**config.mk**
```make
export PLATFORM = sky130hd
export DESIGN_NAME = img_diff_stream_flat
export DESIGN_NICKNAME = d
export VERILOG_FILES = /design/src/rtl/img_diff_if.sv /design/src/rtl/img_diff_stream.sv /design/src/flat_wrapper.sv
export SDC_FILE = /design/constraint.sdc
export NUM_CORES = 1
export LEC_CHECK = 0
export CORE_UTILIZATION = 30
export CTS_CLUSTER_SIZE = 25
export DETAILED_ROUTE_END_ITERATION = 7
export GPL_ROUTABILITY_DRIVEN = 0
export PLACE_DENSITY = 0.54
export SLEW_MARGIN = 20
export SYNTH_ARGS = -nofsm -noshare
export SYNTH_HDL_FRONTEND = slang
export SYNTH_SLANG_ARGS = --single-unit
```
**constraint.sdc**
```tcl
create_clock -name clk -period 3.17 [get_ports clk]
set_input_delay 0.4755 -clock clk [delete_from_list [all_inputs] [get_ports clk]]
set_output_delay 0.4755 -clock clk [all_outputs]
set_load 0.005 [all_outputs]
```
**src/rtl/img_diff_if.sv**
```systemverilog
// Pixel-stream bus for img_diff_stream. The producer drives pixels and mode, and the
// consumer drives the difference stream and the busy flag.
interface img_diff_if #(
  parameter int PIX_W = 4
) ();
  logic             in_valid;
  logic [PIX_W-1:0] in_image;
  logic [1:0]       mode;
  logic             out_valid;
  logic [PIX_W-1:0] out_diff;
  logic             busy;

  modport master (
    output in_valid, in_image, mode,
    input  out_valid, out_diff, busy
  );

  modport slave (
    input  in_valid, in_image, mode,
    output out_valid, out_diff, busy
  );
endinterface

```
**src/rtl/img_diff_stream.sv**
```systemverilog
// Streams image A into a buffer, then emits one registered per-pixel difference for
// each image B pixel. The arithmetic mode is latched on the first A beat of a frame.
module img_diff_stream #(
  parameter int PIX_W = 4,
  parameter int N_PIX = 9
) (
  input  logic      clk,
  input  logic      rst_n,
  img_diff_if.slave bus
);
  localparam int            CW   = $clog2(2*N_PIX);
  localparam int            AW   = $clog2(N_PIX);
  localparam logic [CW-1:0] LAST = CW'(N_PIX-1);

  typedef enum logic [1:0] {IDLE = 2'd0, LOAD_A = 2'd1, LOAD_B = 2'd2} state_t;

  // Clamp a signed (PIX_W+1)-bit difference at zero.
  function automatic logic [PIX_W-1:0] sat_zero(input logic signed [PIX_W:0] d);
    return d[PIX_W] ? '0 : d[PIX_W-1:0];
  endfunction

  function automatic logic [PIX_W-1:0] diff_calc(input logic [PIX_W-1:0] a,
                                                 input logic [PIX_W-1:0] b,
                                                 input logic [1:0]       m);
    logic signed [PIX_W:0] d_ab;
    logic signed [PIX_W:0] d_ba;
    logic [PIX_W-1:0]      res;
    d_ab = $signed({1'b0, a}) - $signed({1'b0, b});
    d_ba = $signed({1'b0, b}) - $signed({1'b0, a});
    case (m)
      2'd0:    res = d_ab[PIX_W-1:0];
      2'd1:    res = sat_zero(d_ab);
      // At most one direction is positive, so OR-ing the clamped pair gives |a-b|.
      2'd2:    res = sat_zero(d_ab) | sat_zero(d_ba);
      default: res = d_ba[PIX_W-1:0];
    endcase
    return res;
  endfunction

  state_t                 state_q, state_nxt;
  logic [CW-1:0]          cnt_q, cnt_nxt;
  logic [1:0]             mode_q, mode_nxt;
  logic [PIX_W-1:0]       a_mem [N_PIX];
  logic [AW-1:0]          a_idx;
  logic                   unused_cnt_msb;
  logic                   wr_en;
  logic                   vld_p0, vld_p1;
  logic [PIX_W-1:0]       diff_p0, diff_p1;
  logic                   busy_q, busy_nxt;

  // cnt never exceeds N_PIX-1, and it is 0 in IDLE, so the low bits address A directly.
  assign a_idx          = cnt_q[AW-1:0];
  assign unused_cnt_msb = cnt_q[CW-1];

  always_comb begin
    state_nxt = state_q;
    cnt_nxt   = cnt_q;
    mode_nxt  = mode_q;
    wr_en     = 1'b0;
    vld_p0    = 1'b0;
    case (state_q)
      IDLE: begin
        if (bus.in_valid) begin
          wr_en     = 1'b1;
          mode_nxt  = bus.mode;
          cnt_nxt   = CW'(1);
          state_nxt = LOAD_A;
        end
      end
      LOAD_A: begin
        if (bus.in_valid) begin
          wr_en = 1'b1;
          if (cnt_q == LAST) begin
            cnt_nxt   = '0;
            state_nxt = LOAD_B;
          end else begin
            cnt_nxt = cnt_q + 1'b1;
          end
        end
      end
      LOAD_B: begin
        if (bus.in_valid) begin
          vld_p0 = 1'b1;
          if (cnt_q == LAST) begin
            cnt_nxt   = '0;
            state_nxt = IDLE;
          end else begin
            cnt_nxt = cnt_q + 1'b1;
          end
        end
      end
      default: begin
        state_nxt = IDLE;
        cnt_nxt   = '0;
      end
    endcase
    // A B beat this cycle always yields an output pulse next cycle, so busy covers it.
    busy_nxt = (state_nxt != IDLE) || vld_p0;
  end

  assign diff_p0 = diff_calc(a_mem[a_idx], bus.in_image, mode_q);

  // p0 -> p1: register control, result and valid
  always_ff @(posedge clk or negedge rst_n) begin
    if (!rst_n) begin
      state_q <= IDLE;
      cnt_q   <= '0;
      mode_q  <= 2'd0;
      vld_p1  <= 1'b0;
      diff_p1 <= '0;
      busy_q  <= 1'b0;
    end else begin
      state_q <= state_nxt;
      cnt_q   <= cnt_nxt;
      mode_q  <= mode_nxt;
      vld_p1  <= vld_p0;
      busy_q  <= busy_nxt;
      if (vld_p0) diff_p1 <= diff_p0;
    end
  end

  always_ff @(posedge clk) begin
    if (wr_en) a_mem[a_idx] <= bus.in_image;
  end

  assign bus.out_valid = vld_p1;
  assign bus.out_diff  = diff_p1;
  assign bus.busy      = busy_q;
endmodule

```
**src/flat_wrapper.sv**
```systemverilog
// flat-port wrapper written by rule: the top's interface ports become plain ports
module img_diff_stream_flat 
#(
  parameter int PIX_W = 4,
  parameter int N_PIX = 9
)
  (clk, rst_n, bus_in_valid, bus_in_image, bus_mode, bus_out_valid, bus_out_diff, bus_busy);
  img_diff_if #(.PIX_W(PIX_W)) bus_i ();
  input  logic clk;
  input  logic rst_n;
  input wire logic [$bits(bus_i.in_valid)-1:0] bus_in_valid;
  input wire logic [$bits(bus_i.in_image)-1:0] bus_in_image;
  input wire logic [$bits(bus_i.mode)-1:0] bus_mode;
  output wire logic [$bits(bus_i.out_valid)-1:0] bus_out_valid;
  output wire logic [$bits(bus_i.out_diff)-1:0] bus_out_diff;
  output wire logic [$bits(bus_i.busy)-1:0] bus_busy;
  assign bus_i.in_valid = bus_in_valid;
  assign bus_i.in_image = bus_in_image;
  assign bus_i.mode = bus_mode;
  assign bus_out_valid = bus_i.out_valid;
  assign bus_out_diff = bus_i.out_diff;
  assign bus_busy = bus_i.busy;
  img_diff_stream #(.PIX_W(PIX_W), .N_PIX(N_PIX)) u_core (.clk(clk), .rst_n(rst_n), .bus(bus_i));
endmodule
```
### Word level (Yosys, flattened, before mapping)

Memories as Yosys holds them, arrays and structs flattened.
Cells that the tools add are included.

* ROM bits: 0
* output and inout port bits: 6
* bits in latches: 0
* memories: 1
* word-level logic and storage cells: 44
* memory bits (writable): 36
* register bits after elaboration: 15

Memory list
* u_core.a_mem: depth 9, bits a word 4, read ports 1, clocked after memory_dff 0, wr ports 1, RTL line img_diff_stream.sv:43 `logic [PIX_W-1:0] a_mem [N_PIX];`

* bitwise logic cells: 1
* shifts and indexed selects: 0
* muxes and demuxes: 18
* add/sub/neg operators: 3
* order comparisons: 0
* multiply operators: 0
* div/mod/pow operators: 0
* reduce and logical (&&, ||, !) cells: 8
* eq/ne operators: 7

Operator list (count)
* 5-bit 2-to-1 mux: 3
* 4-bit one-hot mux with 3 select lines: 1
* 2-bit 2-to-1 mux: 5
* 5-bit one-hot mux with 2 select lines: 1
* 4-bit by 4-bit subtractor with 5-bit output: 2
* 4-bit 2-to-1 mux: 2
* 2-bit one-hot mux with 3 select lines: 1
* 5-bit by 1-bit adder with 5-bit output (second input constant): 1
* 5-bit by 4-bit == test with 1-bit output (second input constant): 1
* 1-bit 2-to-1 mux: 5
* 2-bit by 1-bit == test with 1-bit output (second input constant): 2
* 2-bit == test (second input constant): 2
* 2-bit logical NOT: 2
* 4-bit OR: 1
* 2-bit AND reduction: 2
* 2-bit OR reduction: 2
* 2-bit by 1-bit != test with 1-bit output (second input constant): 1
* 2-bit != test (second input constant): 1
* 2-bit nonzero test: 1
* 1-bit logical OR: 1

### Logic depth before layout (Yosys ltp)

Gate-level depths: netlist of run 1.

* depth in word-level cells: 6
* mapped depth: 11
* mapped depth without buffers: 10

### Worst setup path after synthesis of run 1

Ideal clock, no wire load.

* path kind: register to register
* start point: reg u_core.cnt_q[0]
* end point: reg u_core.diff_p1[0] (netlist: u_core.bus.out_diff[0])
* setup time: 0.095 ns
* period minus slack after synthesis: 2.547 ns
* arrival time: 2.452 ns
* setup slack: 0.623 ns
* required time: 3.075 ns
* stages on the path, launching flop included: 12
* path through: dfrtp_1 > buf_6 > mux4_2 > mux2i_1 > o21a_2 > inv_1 > ha_1 > fa_1 > nor2b_1 > o41a_1 > nor3_1 > o31ai_1

* word-level cells in the longest chain between the ends: 5

Ends and longest elaborated chain
* start, declared: RTL line img_diff_stream.sv:41 `logic [CW-1:0] cnt_q, cnt_nxt;`
* start signal, assigned: RTL line img_diff_stream.sv:114 `cnt_q <= cnt_nxt;`
* memory read 9 x 4 bit (*)
* 4-bit by 4-bit subtractor with 5-bit output (on tied branches): RTL line img_diff_stream.sv:28, img_diff_stream.sv:29
* 4-bit 2-to-1 mux: RTL line img_diff_stream.sv:19 `return d[PIX_W] ? '0 : d[PIX_W-1:0];`
* 4-bit OR: RTL line img_diff_stream.sv:34 `2'd2: res = sat_zero(d_ab) | sat_zero(d_ba);`
* 4-bit one-hot mux with 3 select lines (*): RTL line img_diff_stream.sv:30 `case (m)`
* end signal, assigned: RTL line img_diff_stream.sv:118 `if (vld_p0) diff_p1 <= diff_p0;`
* end, declared: RTL line img_diff_stream.sv:48 `logic [PIX_W-1:0] diff_p0, diff_p1;`

Every way passes the cells marked *; elsewhere a longest branch is shown, timed or not.
A chain may end at the register's enable or synchronous reset.

### Worst setup path after layout of run 1

* start point: reg u_core.cnt_q[0]
* end point: reg u_core.diff_p1[3] (netlist: u_core.bus.out_diff[3])

Same word-level chain as after synthesis.

==> results by group, run 1 <==
Outcome
  – Status: finished clean

Worst setup path
  – Crit path kind: register to register
  – Reg-to-Reg Start: u_core.cnt_q[0]
  – Crit path launch type: register
  – Worst path arrival time: about 3.1 ns
  – R2R Setup Slk: 0.24 ns
  – Required @ worst endpoint: ~3.4 ns
  – Crit. End Element: register
  – CP max FO: 8
  – Reg2reg path depth: 9
  – Worst r2r dst: u_core.bus.out_diff[3]

Detailed routing
  – Starting DRT DRC Count: 111
  – DR WL/cell: approximately 15 um
  – DR vias: about 1500
  – Drt pass-1 iters: 8
  – Vias per cell: 4.764
  – DRC Markers: 0
  – Final WL: approximately 4700 um
  – Post-route ant nets: 0

CTS
  – Clk slew on worst S/H paths: 0.09 ns
  – CTS root buf: clkbuf_8
  – Clock sink count: 51
  – H-tree depth: 2
  – # hold bufs at CTS: 0
  – CTS tree: yes
  – Buffer count from post-CTS setup fixing: 0
  – Post-CTS Resized: 0
  – Skew-Pair Late Insertion Delay: roughly 0.3 ns
  – Max Buffers Root-to-Sink: 2
  – Total CTS buffers: 5

GRT
  – Vias in the first global route: ~1500
  – Largest net degree at the start of global routing: 17
  – GRT Residual Overflow: 0
  – Initial antenna violation count: 0
  – Global-route wire length before repair: 7831 um
  – GRT Total Usage: 11.61%

STA
  – Max frequency: 340.9 MHz
  – Final Hold Fails: 0
  – Setup ws final: 0.2364 ns
  – Max_slew headroom: 52.80%
  – Final setup skew: roughly 0.0037 ns
  – Tcrit/Tclk final: 92.54%
  – Setup TNS: 0 ns
  – Slew Limit Fails: 0
  – Final setup fails: 0
  – WHS: between 0.5 and 0.6 ns
  – Fin crit period: approximately 2.9 ns
  – Slew @ Worst Pin: between 0.7 and 0.8 ns
  – RSZ-0062 raised after global routing: no

Synthesis
  – Ys async rst share: just under 30%
  – Syn_nets: 215
  – Ranking of synthesized cells by area: edfxtp_1, dfrtp_1, ha_1
  – Sequential element share of the synthesized area: a little under three fifths
  – Largest area contributor in the netlist: edfxtp_1
  – Synth top area share: roughly two fifths
  – Synth cell types: 44
  – Number of enable flip-flop cells after synthesis: 36
  – Average cell area after synthesis: 13.89 um^2
  – Yosys warnings: 0
  – Synth Instances: around 190
  – Mapped Area: approximately 0.0026 mm^2
  – Synth Flop Type: edfxtp_1
  – Flops & latches, synth: roughly 50

Cells and area
  – Area growth, synth to finish: 13.49%
  – Share of cells above drive strength 1: between 10% and 20%
  – Post-route cell area: just under 0.003 mm^2
  – Ant. Diodes: 0
  – Final Core Density: between 30% and 40%
  – Layout fillers: between 700 and 800
  – Fin nets: 235
  – FF/Latch Area: roughly 0.0015 mm^2
  – Multi-input gate area: approximately 0.0010 mm^2

Worst hold path
  – Hold Crit Endpoint: u_core.bus.out_diff[0]
  – Hold_sp: u_core.bus.out_diff[0]
  – WHS Path Cells: 2
  – HP Class: register to register

Die
  – Core area: about 0.0083 mm^2
  – Die Width: approximately 95 um
  – Die height: about 95 um
  – Initial Util: roughly 31%
  – I/O pin count: 15
  – Num rows: 33
  – Die area: ~0.009 mm^2

Pwr
  – Leak: roughly 1.1 nW
  – Pwr dens: roughly 780 mW/mm^2
  – Worst vdd ir: ~290 uV

Placed design
  – Area after DPL: 0.002859 mm^2
  – Pre-CTS WS: between 0.2 and 0.3 ns
  – Buffers on Ports: 14
  – Hpwl dp: around 3600 um

Run
  – Max_cap viols: 0
==> stage by stage <==
| stage | power [W] | std cells |
|---|---|---|
| after floorplan | 0.001678 | 187 |
| after global placement | 0.001957 | 305 |
| after detailed placement | 0.001943 | 305 |
| after CTS | 0.002324 | 313 |
| after global routing | 0.002471 | 313 |
| final | 0.002303 | 313 |
==> sequential cells by signal (all words and copies together) (netlist names) <==
signal,count
u_core.a_mem,36
u_core.cnt_q,5
u_core.bus.out_diff,4
u_core.mode_q,2
u_core.state_q,2
u_core.bus.busy,1
u_core.bus.out_valid,1
==> worst max path at each step <==
stage / startpoint / cells after the start / to
3_3_place_gp: u_core.cnt_q[0] / 10 / u_core.bus.out_diff[3]
4_1_cts: u_core.cnt_q[0] / 9 / u_core.bus.out_diff[3]
5_1_grt: u_core.cnt_q[0] / 9 / u_core.bus.out_diff[3]
3_5_place_dp: u_core.cnt_q[0] / 9 / u_core.bus.out_diff[3]
6_report: u_core.cnt_q[0] / 9 / u_core.bus.out_diff[3]
2_1_floorplan: u_core.cnt_q[0] / 11 / u_core.bus.out_diff[0]
==> power breakdown <==
| part | switching, W | internal, W |
|---|---|---|
| registers | 0.0000939 | 0.000815 |
| clock network | 0.000217 | 0.000154 |
| logic | 0.000512 | 0.000511 |
| total | 0.000823 | 0.00148 |
==> cell families (layout without fill, tap and decap cells) <==
kind of cell / after synthesis / in the layout / synth area share, %
DFF: 51 / 51 / 56.07
adders and majority gates: 19 / 19 / 9.730
muxes: 14 / 14 / 9.634
buffers and inverters: 19 / 40 / 3.564
AOI/OAI and AO/OA: 37 / 37 / 10.36
and+or+nand+nor: 43 / 43 / 9.297
xor gates and xnor gates: 4 / 4 / 1.349
==> critical path: stages (launching register included) <==
cell	delay [ns]
dfrtp_1	0.52
buf_4	0.25
mux4_2	0.52
mux2i_1	0.18
o21a_2	0.17
ha_1	0.31
and3b_1	0.23
or3_1	0.35
a31oi_1	0.18
a21oi_1	0.09
==> area by class of cell <==
type / instances / area share [%]
clock inverters: 3 / 0.6791
flip-flops and latches: 51 / 49.41
multi-input cells: 117 / 35.57
repair buffers: 18 / 5.772
clock buffers: 5 / 2.334
inverters: 14 / 1.783
well taps: 105 / 4.457
==> metal layers <==
layer  share of wire (%)  wire length [um]  vias to the layer above  track usage, %
met4                0.38                18                        0           2.652
met5                   0                 0                        -               0
li1                    -                 -                      738               -
met2                  46              2184                       27           17.87
met1                  49              2334                      724           16.55
met3                 4.2               201                        2           2.871
==> Yosys cell counts, drive strengths merged (2+ instances only) <==
library cell / instances
edfxtp: 36
and2: 8
a21oi: 8
a21o: 3
o31ai: 2
or3: 2
nand3: 2
nor3: 2
nor2: 8
fa: 2
o21a: 4
xnor2: 4
o22ai: 2
mux2i: 4
ha: 17
dfrtp: 15
buf: 4
mux4: 8
nand2: 9
a31oi: 2
nor2b: 3
nand3b: 3
o21ai: 6
inv: 14
a32o: 2
mux2: 2
==> cell usage in the layout (no fill, tap or decap), types with 3 or more instances in the layout <==
cell type	instances
mux4_2	6
clkbuf_8	5
ha_1	17
a21o_1	3
edfxtp_1	36
nor2b_1	3
o21ai_0	6
clkdlybuf4s50_1	14
nand3b_1	3
nor2_1	8
a21oi_1	8
inv_1	12
o21a_2	4
and2_1	8
mux2i_1	4
nand2_1	9
xnor2_1	4
dfrtp_1	15
buf_4	4
Power figures use the tool's default switching activity.
==> inputs of run 2 (changes only) <==
- clock period: 3.17 -> 3.6 ns (I/O delays scaled with it)
==> run 2 against run 1 <==
  * Flip-flop and latch count unchanged
  * Die area unchanged
  * Worst setup slack improved by 0.21 ns
  * Hold slack got worse by 0.012 ns
  * Sequential power shrank 9.1%
==> results by group, run 2 (synthesis results as in run 1) <==
Cells and area
  – Biggest register: u_core.a_mem
  – Commonest non-fill, non-tap cell in the layout: edfxtp_1
  – Multi-input gate area: 0.001049 mm^2 (unchanged)
  – Final Core Density: 35.56% (+0.045 points)
  – Share of cells above drive strength 1: 13.17% (-1.3 points)
  – Most frequent cells in the layout: edfxtp_1, ha_1, dfrtp_1
  – Fin nets: 232 (-1.3%)
  – FF/Latch Area: 0.001456 mm^2 (unchanged)
  – Area growth, synth to finish: 13.63%
  – Layout fillers: 803 (+1.3%)
  – Ant. Diodes: 0 (unchanged)
  – Max reg flops: 36 (unchanged)

Detailed routing
  – Vias per cell: 4.755 (-0.18%)
  – Drt pass-1 iters: 4 (-4)
  – Starting DRT DRC Count: 86 (-23%)
  – DR WL/cell: 15.80 um (+4.4%)
  – DR vias: 1474 (-1.1%)
  – DRC Markers: 0 (unchanged)
  – Post-route ant nets: 0 (unchanged)
  – Final WL: 4897 um (+3.4%)

Worst hold path
  – HP Class: register to register
  – WHS Path Cells: 2 (unchanged)
  – Hold_sp: u_core.bus.out_diff[0]

Worst setup path
  – Reg2reg path depth: 10 (+1)
  – Crit. Startpoint: u_core.cnt_q[0]
  – Required @ worst endpoint: 3.82 ns (+0.46 ns)
  – CP max FO: 14 (+6)
  – Crit path launch type: register
  – Reg-to-Reg Start: u_core.cnt_q[0]
  – Worst path arrival time: 3.37 ns (+0.25 ns)
  – Crit. End Element: register
  – Crit path kind: register to register

Die
  – Initial Util: 31.30% (unchanged)
  – Die height: 95.05 um (unchanged)
  – Num rows: 33 (unchanged)
  – I/O pin count: 15 (unchanged)
  – Die area: 0.009035 mm^2 (unchanged)
  – Die Width: 95.05 um (unchanged)
  – Core area: 0.008299 mm^2 (unchanged)

Pwr
  – Pwr dens: 712.9 mW/mm^2 (-8.8%)
  – Leak: 1.112 nW (about the same)
  – Worst vdd ir: 287.3 uV (-0.17%)

GRT
  – GRT Residual Overflow: 0 (unchanged)
  – GRT Total Usage: 11.98% (+0.37 points)
  – Global-route wire length before repair: 7907 um (+0.97%)
  – Vias in the first global route: 1524 (+0.86%)
  – Initial antenna violation count: 0 (unchanged)
  – Largest net degree at the start of global routing: 18 (+1)

STA
  – RSZ-0062 raised after global routing: no
  – Slew @ Worst Pin: 0.6841 ns (-0.02177 ns)
  – Tcrit/Tclk final: 87.59% (-5.0 points)
  – Max_slew headroom: 54.25% (+1.5 points)
  – Final setup fails: 0 (unchanged)
  – Fin crit period: 3.153 ns (+0.2197 ns)
  – Final Hold Fails: 0 (unchanged)
  – Max frequency: 317.1 MHz (-7.0%)
  – Setup TNS: 0 ns (unchanged)
  – Slew Limit Fails: 0 (unchanged)
  – Final setup skew: 0.007434 ns (+0.003743 ns)

CTS
  – Clk slew on worst S/H paths: 0.10 ns (about the same)
  – Total CTS buffers: 5 (unchanged)
  – H-tree depth: 2 (unchanged)
  – CTS tree: yes
  – Buffer count from post-CTS setup fixing: 0 (unchanged)
  – CTS root buf: clkbuf_8
  – Clock sink count: 51 (unchanged)
  – Post-CTS Resized: 0 (unchanged)
  – Max Buffers Root-to-Sink: 2 (unchanged)
  – Skew-Pair Late Insertion Delay: 0.31 ns (about the same)
  – # hold bufs at CTS: 0 (unchanged)

Outcome
  – Status: finished clean

Placed design
  – Buffers on Ports: 14 (unchanged)
  – Hpwl dp: 3512 um (-1.7%)

Run
  – Max_cap viols: 0 (unchanged)
==> run 2: layout make-up <==
| cell class | count | area share [%] |
|---|---|---|
| repair buffers | 15 | 5.002 |
| inverters | 14 | 1.780 |
| multi-input cells | 117 | 35.52 |
| well taps | 105 | 4.451 |
| clock buffers | 5 | 2.331 |
| clock inverters | 3 | 1.568 |
| flip-flops and latches | 51 | 49.34 |
==> run 2: power by group <==
group	switching, W	internal (W)
clock network	0.000199	0.000210
registers	0.000110	0.000717
logic	0.000429	0.000440
==> run 2: worst max-delay path: stages (launching register included) <==
cell     delay (ns)
dfrtp_1        0.78
mux4_1         0.66
mux2i_1        0.19
o21a_2         0.16
inv_1          0.04
ha_1           0.19
fa_1           0.41
nor2b_1        0.14
o41a_1         0.21
nor3_1         0.06
o31ai_1        0.20
==> run 2: stage by stage <==
step,cells,power (W),setup WS [ns],cell area (um^2),hold slack (ns)
6_report,310,0.002104,0.4467,2952,0.5030
5_1_grt,310,0.002256,0.1582,2952,0.5797
4_1_cts,310,0.002119,0.3836,2952,0.5138
3_5_place_dp,302,0.001700,0.4875,2836,0.4689
3_3_place_gp,302,0.001715,0.4654,2836,0.4889
2_1_floorplan,187,0.001478,1.053,2597,0.2444
==> run 2: layer usage <==
layer / routed length [um] / global-route usage (%) / up-vias
met5: 0 / 0 / -
met4: 42 / 3.409 / 0
met3: 217 / 2.552 / 5
met2: 2146 / 18.11 / 28
met1: 2491 / 17.32 / 714
li1: - / - / 727
==> run 2: path summary, 6_finish.rpt <==
check                                    endpoint  slack (ns)
setup / recovery           u_core.bus.out_diff[0]        0.45
hold / removal             u_core.bus.out_diff[0]        0.50
setup reg to reg           u_core.bus.out_diff[0]        0.45
hold reg to reg            u_core.bus.out_diff[0]        0.50
max in group asynchronous  u_core.bus.out_diff[1]        2.53
min in group asynchronous         u_core.cnt_q[1]        0.64
